## config.mk

```make
export PLATFORM = sky130hd
export DESIGN_NAME = mux_nx1_reg
export DESIGN_NICKNAME = d
export VERILOG_FILES = /design/src/rtl/mux_nx1_pkg.sv /design/src/rtl/mux_nx1_reg_rr_pick.sv /design/src/rtl/mux_nx1_reg.sv
export SDC_FILE = /design/constraint.sdc
export NUM_CORES = 1
export LEC_CHECK = 0
export BUFFER_PORTS_ARGS = -buffer_cell sky130_fd_sc_hd__buf_2
export CAP_MARGIN = 30
export CORE_AREA = 5 5 120 122
export DETAILED_ROUTE_END_ITERATION = 8
export DIE_AREA = 0 0 125 127
export PLACE_DENSITY = 0.67
export SYNTH_ARGS = -nofsm -noshare
export SYNTH_HDL_FRONTEND = slang
export SYNTH_HIERARCHICAL = 1
export SYNTH_SLANG_ARGS = --single-unit
```

## constraint.sdc

```tcl
create_clock -name clk -period 2.4 [get_ports clk]
set_clock_uncertainty 0.15 [all_clocks]
set_input_delay 0 -clock clk [delete_from_list [all_inputs] [get_ports clk]]
set_output_delay 0 -clock clk [all_outputs]
set_load 0.03 [all_outputs]
```

## src/rtl/mux_nx1_pkg.sv

```systemverilog
// Shared types and constants for the registered N:1 selector.
package mux_nx1_pkg;
  typedef enum logic {EMPTY = 1'b0, FULL = 1'b1} state_e;
  localparam logic OUT_DATA_RST = 1'b0;
endpackage

```

## src/rtl/mux_nx1_reg_rr_pick.sv

```systemverilog
// Round-robin picker: first valid channel strictly above ptr, wrapping to 0.
module rr_pick
  import mux_nx1_pkg::*;
#(
  parameter int NUM_IN = 16,
  parameter int SEL_W  = $clog2(NUM_IN)
) (
  input  logic [NUM_IN-1:0] in_valid,
  input  logic [SEL_W-1:0]  ptr,
  output logic [SEL_W-1:0]  grant,
  output logic              any
);
  logic             hi_any, lo_any;
  logic [SEL_W-1:0] hi_idx, lo_idx;

  // Descending scan so the lowest index in each half wins; ptr itself sits in
  // the low half, making it the last candidate after a full wrap.
  always_comb begin
    hi_any = 1'b0;
    lo_any = 1'b0;
    hi_idx = '0;
    lo_idx = '0;
    for (int k = NUM_IN - 1; k >= 0; k--) begin
      if (in_valid[k]) begin
        if (SEL_W'(k) > ptr) begin
          hi_any = 1'b1;
          hi_idx = SEL_W'(k);
        end else begin
          lo_any = 1'b1;
          lo_idx = SEL_W'(k);
        end
      end
    end
  end

  assign any   = hi_any | lo_any;
  assign grant = hi_any ? hi_idx : lo_idx;
endmodule

```

## src/rtl/mux_nx1_reg.sv

```systemverilog
// Registered N:1 selector with valid/ready on both sides.
// Define MUX_NX1_RR_EN to build in round-robin auto-select (rr_mode, ptr).
module mux_nx1_reg
  import mux_nx1_pkg::*;
#(
  parameter int WIDTH  = 16,
  parameter int NUM_IN = 16,
  parameter int SEL_W  = $clog2(NUM_IN)
) (
  input  logic                    clk,
  input  logic                    rst,
  input  logic [NUM_IN*WIDTH-1:0] in_data,
  input  logic [NUM_IN-1:0]       in_valid,
  output logic [NUM_IN-1:0]       in_ready,
  input  logic [SEL_W-1:0]        sel,
  input  logic                    sel_valid,
  output logic                    sel_ready,
  input  logic                    rr_mode,
  output logic [WIDTH-1:0]        out_data,
  output logic [SEL_W-1:0]        out_src,
  output logic                    out_err,
  output logic                    out_valid,
  input  logic                    out_ready
);
  localparam int NPAD = 1 << SEL_W;

  state_e           state;
  logic             space, use_rr, sel_oor, acc_fix, acc_rr, accept, pick_oor;
  logic [NPAD-1:0]  vld_pad;
  logic [SEL_W-1:0] pick_idx;
  logic [WIDTH-1:0] pick_data;

`ifdef MUX_NX1_RR_EN
  logic [SEL_W-1:0] ptr, rr_grant;
  logic             rr_any;

  rr_pick #(.NUM_IN(NUM_IN), .SEL_W(SEL_W)) u_pick (
    .in_valid (in_valid),
    .ptr      (ptr),
    .grant    (rr_grant),
    .any      (rr_any)
  );

  assign use_rr = rr_mode;
  assign acc_rr = space && rr_any;
`else
  logic unused_rr_mode;
  assign unused_rr_mode = rr_mode;
  assign use_rr = 1'b0;
  assign acc_rr = 1'b0;
`endif

  always_comb begin
    vld_pad = '0;
    vld_pad[NUM_IN-1:0] = in_valid;
  end

  assign space    = (state == EMPTY) || out_ready;
  assign sel_oor  = {1'b0, sel} >= (SEL_W + 1)'(NUM_IN);
  assign acc_fix  = sel_valid && space && (sel_oor || vld_pad[sel]);
  assign accept   = !rst && (use_rr ? acc_rr : acc_fix);
  assign sel_ready = !rst && !use_rr && acc_fix;
  assign pick_oor = !use_rr && sel_oor;

`ifdef MUX_NX1_RR_EN
  assign pick_idx = use_rr ? rr_grant : sel;
`else
  assign pick_idx = sel;
`endif

  // Out-of-range indices match no channel, so the word and the strobe stay 0.
  always_comb begin
    pick_data = '0;
    in_ready  = '0;
    for (int k = 0; k < NUM_IN; k++) begin
      if (pick_idx == SEL_W'(k)) begin
        pick_data   = in_data[k*WIDTH +: WIDTH];
        in_ready[k] = accept && !pick_oor;
      end
    end
  end

  always_ff @(posedge clk) begin
    if (rst) begin
      state     <= EMPTY;
      out_valid <= 1'b0;
      out_data  <= {WIDTH{OUT_DATA_RST}};
      out_src   <= '0;
      out_err   <= 1'b0;
`ifdef MUX_NX1_RR_EN
      ptr       <= SEL_W'(NUM_IN - 1);
`endif
    end else if (accept) begin
      state     <= FULL;
      out_valid <= 1'b1;
      out_data  <= pick_oor ? {WIDTH{OUT_DATA_RST}} : pick_data;
      out_src   <= pick_idx;
      out_err   <= pick_oor;
`ifdef MUX_NX1_RR_EN
      if (use_rr) ptr <= rr_grant;
`endif
    end else if (out_ready) begin
      state     <= EMPTY;
      out_valid <= 1'b0;
    end
  end
endmodule
```

**Yosys cells after proc, flatten, opt, wreduce, memory -nomap -nowiden**

Cells that the tools add are included.

- Bits in registers: 21
- Latch bits: 0
- Memory bits (writable): 0
- ROM bits: 0
- Input bits: 281
- Output and inout bits: 39
- Memories: 0

- Add/sub/neg operators: 0
- Multipliers: 0
- Div/mod/pow operators: 0
- Magnitude comparators: 1
- Equal/unequal tests: 15
- Shifts and indexed selects: 0
- Muxes and demuxes: 36
- Bitwise logic cells: 1
- Reductions and logical operators: 7

Operator list:

| kind | count |
|---|---|
| 2-to-1 mux 16 bit | 16 |
| == test 4 bit (second input constant) | 8 |
| 2-to-1 mux 1 bit | 19 |
| == test 4 x 3 -> 1 bit (second input constant) | 4 |
| == test 4 x 2 -> 1 bit (second input constant) | 2 |
| < comparator 4 x 5 -> 1 bit (second input constant) | 1 |
| binary-select mux 1 bit (select 4 bit) | 1 |
| == test 4 x 1 -> 1 bit (second input constant) | 1 |
| zero test 4 bit | 1 |
| logical AND 1 bit | 3 |
| nonzero test 2 bit | 1 |
| zero test 1 bit | 1 |
| logical OR 1 bit | 1 |
| NOT 1 bit | 1 |

**Longest topological paths before layout**

Gate-level depths: netlist of run 1.

- Word-level depth: 17
- Depth in mapped cells: 11

**Worst setup path before layout of run 1**

OpenSTA, ideal clock, no wires.

- Path kind: register to output
- From: register out_valid (netlist name)
- To: output in_ready[6]
- Arrival: 2343 ps
- Setup slack: -93 ps
- Cell stages (with the launch flop): 9
- Path buffers: 3
- Cell sequence: dfxtp_1 > nand2b_1 > and3b_1 > nand3_1 > and2_1 > buf_6 > buf_6 > buf_2 > nor4_1

RTL lines:

| what | line | RTL |
|---|---|---|
| end: declaration | mux_nx1_reg.sv:14 | `output logic [NUM_IN-1:0] in_ready,` |

==> results of run 1 <==
[layer usage]
layer	up-vias	global-route usage, %	wire length, microns
met5	-	0	27
met4	4	3.89	189
met3	20	5.22	1650
met2	265	38.1	9230
met1	2378	30.4	8280
li1	2443	-	-
[sequential cells by signal (all words and copies together) (netlist names)]
register	count
out_valid	1
out_data	16
out_src	4
[worst max-delay path, stage by stage (launching register included)]
cell and delay (ns):
dfxtp_1 0.30, nand2b_1 0.10, and3b_2 0.27, nand3b_1 0.21
and2_1 0.26, clkinv_4 0.15, nand2_1 0.17, nor3_1 0.17
buf_2 0.23
[cells by family (layout without fill, tap and decap cells)]
kind of cell           Yosys count  in the layout  share of synthesized area [%]
and+or+nand+nor                140            140                           19.7
muxes                           67             67                           26.0
buffers and inverters           55            365                           8.42
DFF                             21             21                           11.9
other                            1              3                          0.107
AOI/OAI and AO/OA              186            186                           33.9
[cell type report]
type	instances	area (sq um)	share of cell area (%)
repair buffers	352	1910	34.8
inverters	9	38.8	0.706
multi-input cells	394	2820	51.3
well taps	176	220	4.01
flip-flops and latches	21	420	7.66
diodes	2	5.00	0.0912
clock buffers	4	78.8	1.44
[cell usage in the layout, fill, tap and decap left out, drive strengths merged, types with 4 or more instances in the layout]
master | Yosys | layout
nor3 | 8 | 8
a221oi | 5 | 5
a211oi | 5 | 5
nand2 | 43 | 43
a221o | 4 | 4
nor2b | 10 | 10
o21ai | 33 | 33
or2 | 7 | 7
nor2 | 32 | 32
or3 | 6 | 6
buf | 31 | 343
mux2i | 35 | 35
a31oi | 6 | 6
nand3 | 9 | 9
o311ai | 6 | 6
o2bb2ai | 4 | 4
nand3b | 6 | 6
o22ai | 31 | 31
a21oi | 56 | 56
o211ai | 4 | 4
mux4 | 18 | 18
mux2 | 14 | 14
o21a | 8 | 8
dfxtp | 21 | 21
clkbuf | 15 | 4
nand2b | 8 | 8
dlygate4sd3 | 0 | 9
inv | 8 | 7
[stage by stage]
stage	cell area (sq um)	hold slack, ns	instances	power (W)	worst slack (ns)
finish	5490	0.0206	958	0.00162	0.142
global route	5490	0.0457	956	0.00173	0.0536
CTS	5480	0.0181	956	0.00162	0.0762
detailed placement	5310	0.0970	943	0.00125	0.0817
global placement	5310	0.0896	943	0.00125	0.101
floorplan	3530	-0.0457	470	0.000864	0.0232
[worst max path at each step]
stage | depth (start not counted) | from | end | slack [ns]
after floorplan | 9 | out_valid | in_ready[2] | 0.02
after global placement | 8 | sel[2] | out_data[1] | 0.10
after detailed placement | 8 | sel[2] | out_data[1] | 0.08
after CTS | 8 | out_valid | in_ready[2] | 0.08
after global routing | 8 | out_valid | in_ready[0] | 0.05
final | 8 | out_valid | in_ready[2] | 0.14
[repair_timing]
| action | in CTS | in global routing |
|---|---|---|
| buffers inserted | 0 | 0 |
| hold buffers | 9 | 0 |
| setup endpoints to repair | 3 | 9 |
| gates resized for setup | 1 | 3 |
| endpoints found under the hold margin | 8 | 0 |
[cells in the mapped netlist (3+ instances only)]
cell	number	area, sq um
nor3_1	8	40.0
a31oi_1	6	37.5
o211ai_1	4	30.0
mux2i_1	35	350
inv_1	7	26.3
a221o_1	4	40.0
o2bb2ai_1	4	35.0
a22oi_1	3	22.5
o311ai_0	6	52.6
nand3_1	9	45.0
or2_2	7	43.8
nand2_1	43	161
mux2_2	14	158
buf_6	4	45.0
buf_4	11	82.6
clkbuf_1	15	56.3
nor2_1	32	120
o22ai_1	31	194
mux4_2	18	405
a211oi_1	5	37.5
o21a_1	8	60.1
a221oi_1	5	43.8
o21ai_0	33	165
or3_1	6	37.5
nand2b_1	8	50.1
dfxtp_1	21	420
nand3b_1	6	45.0
o221ai_1	3	26.3
nor2b_1	10	62.6
buf_2	15	75.1
a32o_1	3	30.0
a21oi_1	56	280
[where the power goes]
group	internal [W]	leakage (nW)	switching [W]	total (W)
clock	0.000226	0.0382	0.000126	0.000352
sequential	0.000368	0.171	0.00000941	0.000377
combinational	0.000432	2.41	0.000455	0.000887
total	0.00103	2.61	0.000591	0.00162
==> impl_metrics.env, run 1 <==
export IMPL_synth_cell_type_count=56
export IMPL_rrSetupSlack_ns=0.31
export IMPL_clk_pin_slew_ns=0.06
export IMPL_rsz0062_at_grt="false"
export IMPL_worstPathRequired_ns=2.25
export IMPL_gp_congestion=0.891
export IMPL_grt_max_degree=48
export IMPL_final_hold_viol_count=0
export IMPL_r2r_end="out_data[13]"
export IMPL_maxSlewViolCount=0
export IMPL_startpoint_type="register"
export IMPL_drt_total_wl_microns=19400
export IMPL_whs_endpoint="out_data[10]"
export IMPL_final_core_util_pct=42.0
export IMPL_power_density_nw_per_um2=294
export IMPL_drive_above_1_share_pct=50.3
export IMPL_portBuffers=317
export IMPL_outcome="finished, final reports clean"
export IMPL_initial_utilization_pct=26.9
export IMPL_cts_buffer_depth=2
export IMPL_grt_use_total_pct=22.7
export IMPL_area_growth_pct=56.0
export IMPL_tns_ns=0
export IMPL_vdd_drop_max_mv=0.200
export IMPL_clk_latency_ns=0.25
export IMPL_synth_ff_type="dfxtp_1"
export IMPL_grt_pass1_vias=5227
export IMPL_overflow=0
export IMPL_die_width_microns=125
export IMPL_fp_dieH_microns=127
export IMPL_fp_coreArea_sq_um=13100
export IMPL_rows=42
export IMPL_vias_per_cell=5.33
export IMPL_hp_start="in_data[234]"
export IMPL_arrival_ns=2.11
export IMPL_r2r_cells=7
export IMPL_slew_headroom_pct=52.1
export IMPL_final_nets=1062
export IMPL_drtIter0Drc=329
export IMPL_synth_nets=751
export IMPL_postSynthAreaPerCell_sq_um=7.49
export IMPL_wl_per_cell_microns=20.2
export IMPL_async_flop_share_pct=0
export IMPL_cap_violations=0
export IMPL_final_period_utilization_pct=94.1
export IMPL_htreeDepth=1
export IMPL_hold_path_class="in2reg"
export IMPL_pin_count=320
export IMPL_antenna_found_initial=2
export IMPL_die_area_sq_um=15900
export IMPL_synth_area_sq_um=3520
export IMPL_path_class="reg2out"
export IMPL_critical_path_max_fanout=17
export IMPL_place_hpwl_microns=16500
export IMPL_ys_warn_count=6
export IMPL_grt_pass1_wl_microns=28900
export IMPL_setup_violations_final=0
export IMPL_fmax_mhz=443
export IMPL_r2r_start="out_valid"
export IMPL_dr_pass1_iters=5
export IMPL_vias=5110
export IMPL_drc_errors=0
export IMPL_synth_edf_count=0
export IMPL_min_period_ns=2.26
export IMPL_cts_tree="done"
export IMPL_cts_sinks=21
export IMPL_cts_made_buffers=3
export IMPL_tightestPinTransition_ns=0.709
export IMPL_end_kind="output pin"
export IMPL_nFillCells=1429
export IMPL_seq_area_frac_synth_pct=11.9
export IMPL_p_leak_nw=2.61
export IMPL_ant_nets=0
export IMPL_synth_ff_latch_count=21
export IMPL_synthCells=470
export IMPL_cts_root_buf="clkbuf_16"
export IMPL_min_path_cells=4
Power figures use the tool's default switching activity.
==> inputs of run 2 (changes only) <==
--- a/config.mk
+++ b/config.mk
@@ -10,7 +10,8 @@
 export CORE_AREA = 5 5 120 122
 export DETAILED_ROUTE_END_ITERATION = 8
 export DIE_AREA = 0 0 125 127
-export PLACE_DENSITY = 0.67
+export GPL_TIMING_DRIVEN = 0
+export PLACE_DENSITY_LB_ADDON = 0.15
 export SYNTH_ARGS = -nofsm -noshare
 export SYNTH_HDL_FRONTEND = slang
 export SYNTH_HIERARCHICAL = 1
==> run 2 against run 1 <==
- first-iteration DRC count up 53%
- sequential power about the same
- die area unchanged
- sequential share of layout area down 0.25 points
- via count up 4.1%
- global-route usage up 3.3 points
- wire length up 14%
- power up 4.1%
- combinational power up 6.7%
- largest power group unchanged
- maximum frequency down 5.7%
- cell count up 2.5%
- largest cell class unchanged
==> impl_metrics.env, run 2 (synthesized netlist as in run 1, its figures left out) <==
export IMPL_drive_above_1_share_pct=51.3
export IMPL_final_nets=1087
export IMPL_crit_path_top_delay_cell="a221oi_1"
export IMPL_startpoint_type="input port"
export IMPL_top_regs="out_data (16), out_src (4), out_valid (1)"
export IMPL_fp_dieH_microns=127
export IMPL_slowest_delay_ns=0.54
export IMPL_rows=42
export IMPL_final_common_cell="buf_2"
export IMPL_cp_top_family="compound AO/OA/AOI/OAI gates"
export IMPL_r2r_start="out_valid"
export IMPL_vias_per_cell=5.41
export IMPL_fmax_mhz=418
export IMPL_arrival_ns=2.37
export IMPL_min_period_ns=2.39
export IMPL_vias=5317
export IMPL_critical_path_max_fanout=10
export IMPL_drt_total_wl_microns=22100
export IMPL_gp_congestion=0.878
export IMPL_area_growth_pct=61.2
export IMPL_cap_violations=0
export IMPL_hold_path_class="in2reg"
export IMPL_nFillCells=1399
export IMPL_rsz0062_at_grt="true"
export IMPL_dpl_cell_count=962
export IMPL_path_cells="buf_2, buf_4, clkbuf_1, nand2_1, a2bb2oi_1, o21ai_0, o22ai_1, a221oi_1, o41ai_1"
export IMPL_grt_pass1_vias=5549
export IMPL_stdcell_area_sq_um=5670
export IMPL_final_hold_viol_count=0
export IMPL_die_width_microns=125
export IMPL_p_leak_nw=2.69
export IMPL_grt_use_total_pct=26.0
export IMPL_cts_tree="done"
export IMPL_ff_latch_area_sq_um=420
export IMPL_r2r_end="out_data[7]"
export IMPL_endpoint="out_data[4]"
export IMPL_final_cell_mix="323 x buf_2, 56 x a21oi_1, 40 x nand2_1, 35 x mux2i_1, 33 x o21ai_0"
export IMPL_worst_path_stages=9
export IMPL_pin_count=320
export IMPL_drc_errors=0
export IMPL_p_total_w=0.00168
export IMPL_layout_cells_non_filler=982
export IMPL_power_density_nw_per_um2=297
export IMPL_grt_pass1_wl_microns=32300
export IMPL_worstPathBufferInverterCount=3
export IMPL_overflow=0
export IMPL_place_hpwl_microns=18400
export IMPL_wl_per_cell_microns=22.5
export IMPL_fp_coreArea_sq_um=13100
export IMPL_ant_nets=0
export IMPL_antenna_found_initial=2
export IMPL_worstPathRequired_ns=2.38
export IMPL_clk_latency_ns=0.25
export IMPL_htreeDepth=1
export IMPL_die_area_sq_um=15900
export IMPL_tightestPinTransition_ns=0.766
export IMPL_top_register="out_data"
export IMPL_portBuffers=316
export IMPL_outcome="finished, final reports clean"
export IMPL_cts_made_buffers=3
export IMPL_holdWs_ns=0.0166
export IMPL_slew_headroom_pct=48.8
export IMPL_end_kind="register"
export IMPL_dr_pass1_iters=5
export IMPL_largest_reg_flops=16
export IMPL_final_period_utilization_pct=99.8
export IMPL_hp_start="in_data[242]"
export IMPL_vdd_drop_max_mv=0.229
export IMPL_dpl_cell_area_sq_um=5330
export IMPL_maxSlewViolCount=0
export IMPL_grt_max_degree=12
export IMPL_path_class="in2reg"
export IMPL_initial_utilization_pct=26.9
export IMPL_r2r_cells=8
export IMPL_tns_ns=0
export IMPL_cts_root_buf="clkbuf_16"
export IMPL_multiInputGateArea_sq_um=2890
export IMPL_cts_buffer_depth=2
export IMPL_drtIter0Drc=502
export IMPL_startpoint="sel[1]"
export IMPL_rrSetupSlack_ns=0.28
export IMPL_setup_violations_final=0
export IMPL_cts_sinks=21
export IMPL_clk_pin_slew_ns=0.06
run 2: changes by cell type in the layout (fill, tap and decap cells not counted), sizes merged:
cell | previous run | this run
clkbuf | 4 | 20
buf | 343 | 351
clkinv | 2 | 1
diode | 2 | 1
dlygate4sd3 | 9 | 10
inv | 7 | 8
run 2: worst min-delay path by stage:
stage,end,slack [ns],cells after the start
after floorplan,out_data[4],-0.05,1
after global placement,out_data[3],0.10,3
after detailed placement,out_data[3],0.11,3
after CTS,out_data[2],0.02,5
after global routing,out_data[5],0.03,4
final,out_data[2],0.02,5
run 2: timing repair:
action	CTS	global route
resized for setup	14	25
setup endpoints to repair	13	18
cloned	0	0
hold buffers	10	0
hold endpoints to repair	8	0
pin swaps	1	2
buffers inserted	1	4
run 2: layout make-up:
type / count / share of cell area (%)
buffer: 46 / 4.92
antenna: 1 / 0.0441
tap: 176 / 3.88
clock buffer: 4 / 1.39
inverter: 9 / 0.684
timing repair buffer: 331 / 30.7
multi-input combinational: 394 / 50.9
sequential: 21 / 7.41
run 2: power by group:
| part | internal, W | switching (W) | leakage, nW |
|---|---|---|---|
| Combinational | 0.000445 | 0.000501 | 2.49 |
| Clock | 0.000227 | 0.000131 | 0.0382 |
| Sequential | 0.000368 | 0.0000104 | 0.171 |
| Total | 0.00104 | 0.000643 | 2.69 |
run 2: per-stage QoR:
step / util, % / setup slack (ns)
floorplan: - / 0.0232
global placement: 40.7 / -0.248
detailed placement: 40.7 / -0.250
CTS: 42.5 / 0.00946
global route: 43.4 / -0.159
finish: 43.4 / 0.00567
run 2: metal layers:
metal	track usage, %	wire (microns)	vias to the layer above
li1	-	-	2486
met1	33.0	8880	2501
met2	46.0	10800	294
met3	4.88	1860	34
met4	5.99	457	2
met5	0	11	-
run 2: worst min-delay path, delay by kind of cell:
kind	cells	cell delay, ns
and+or+nand+nor	1	0.04
AOI/OAI and AO/OA	2	0.20
buffers and inverters	1	0.07
muxes	1	0.08
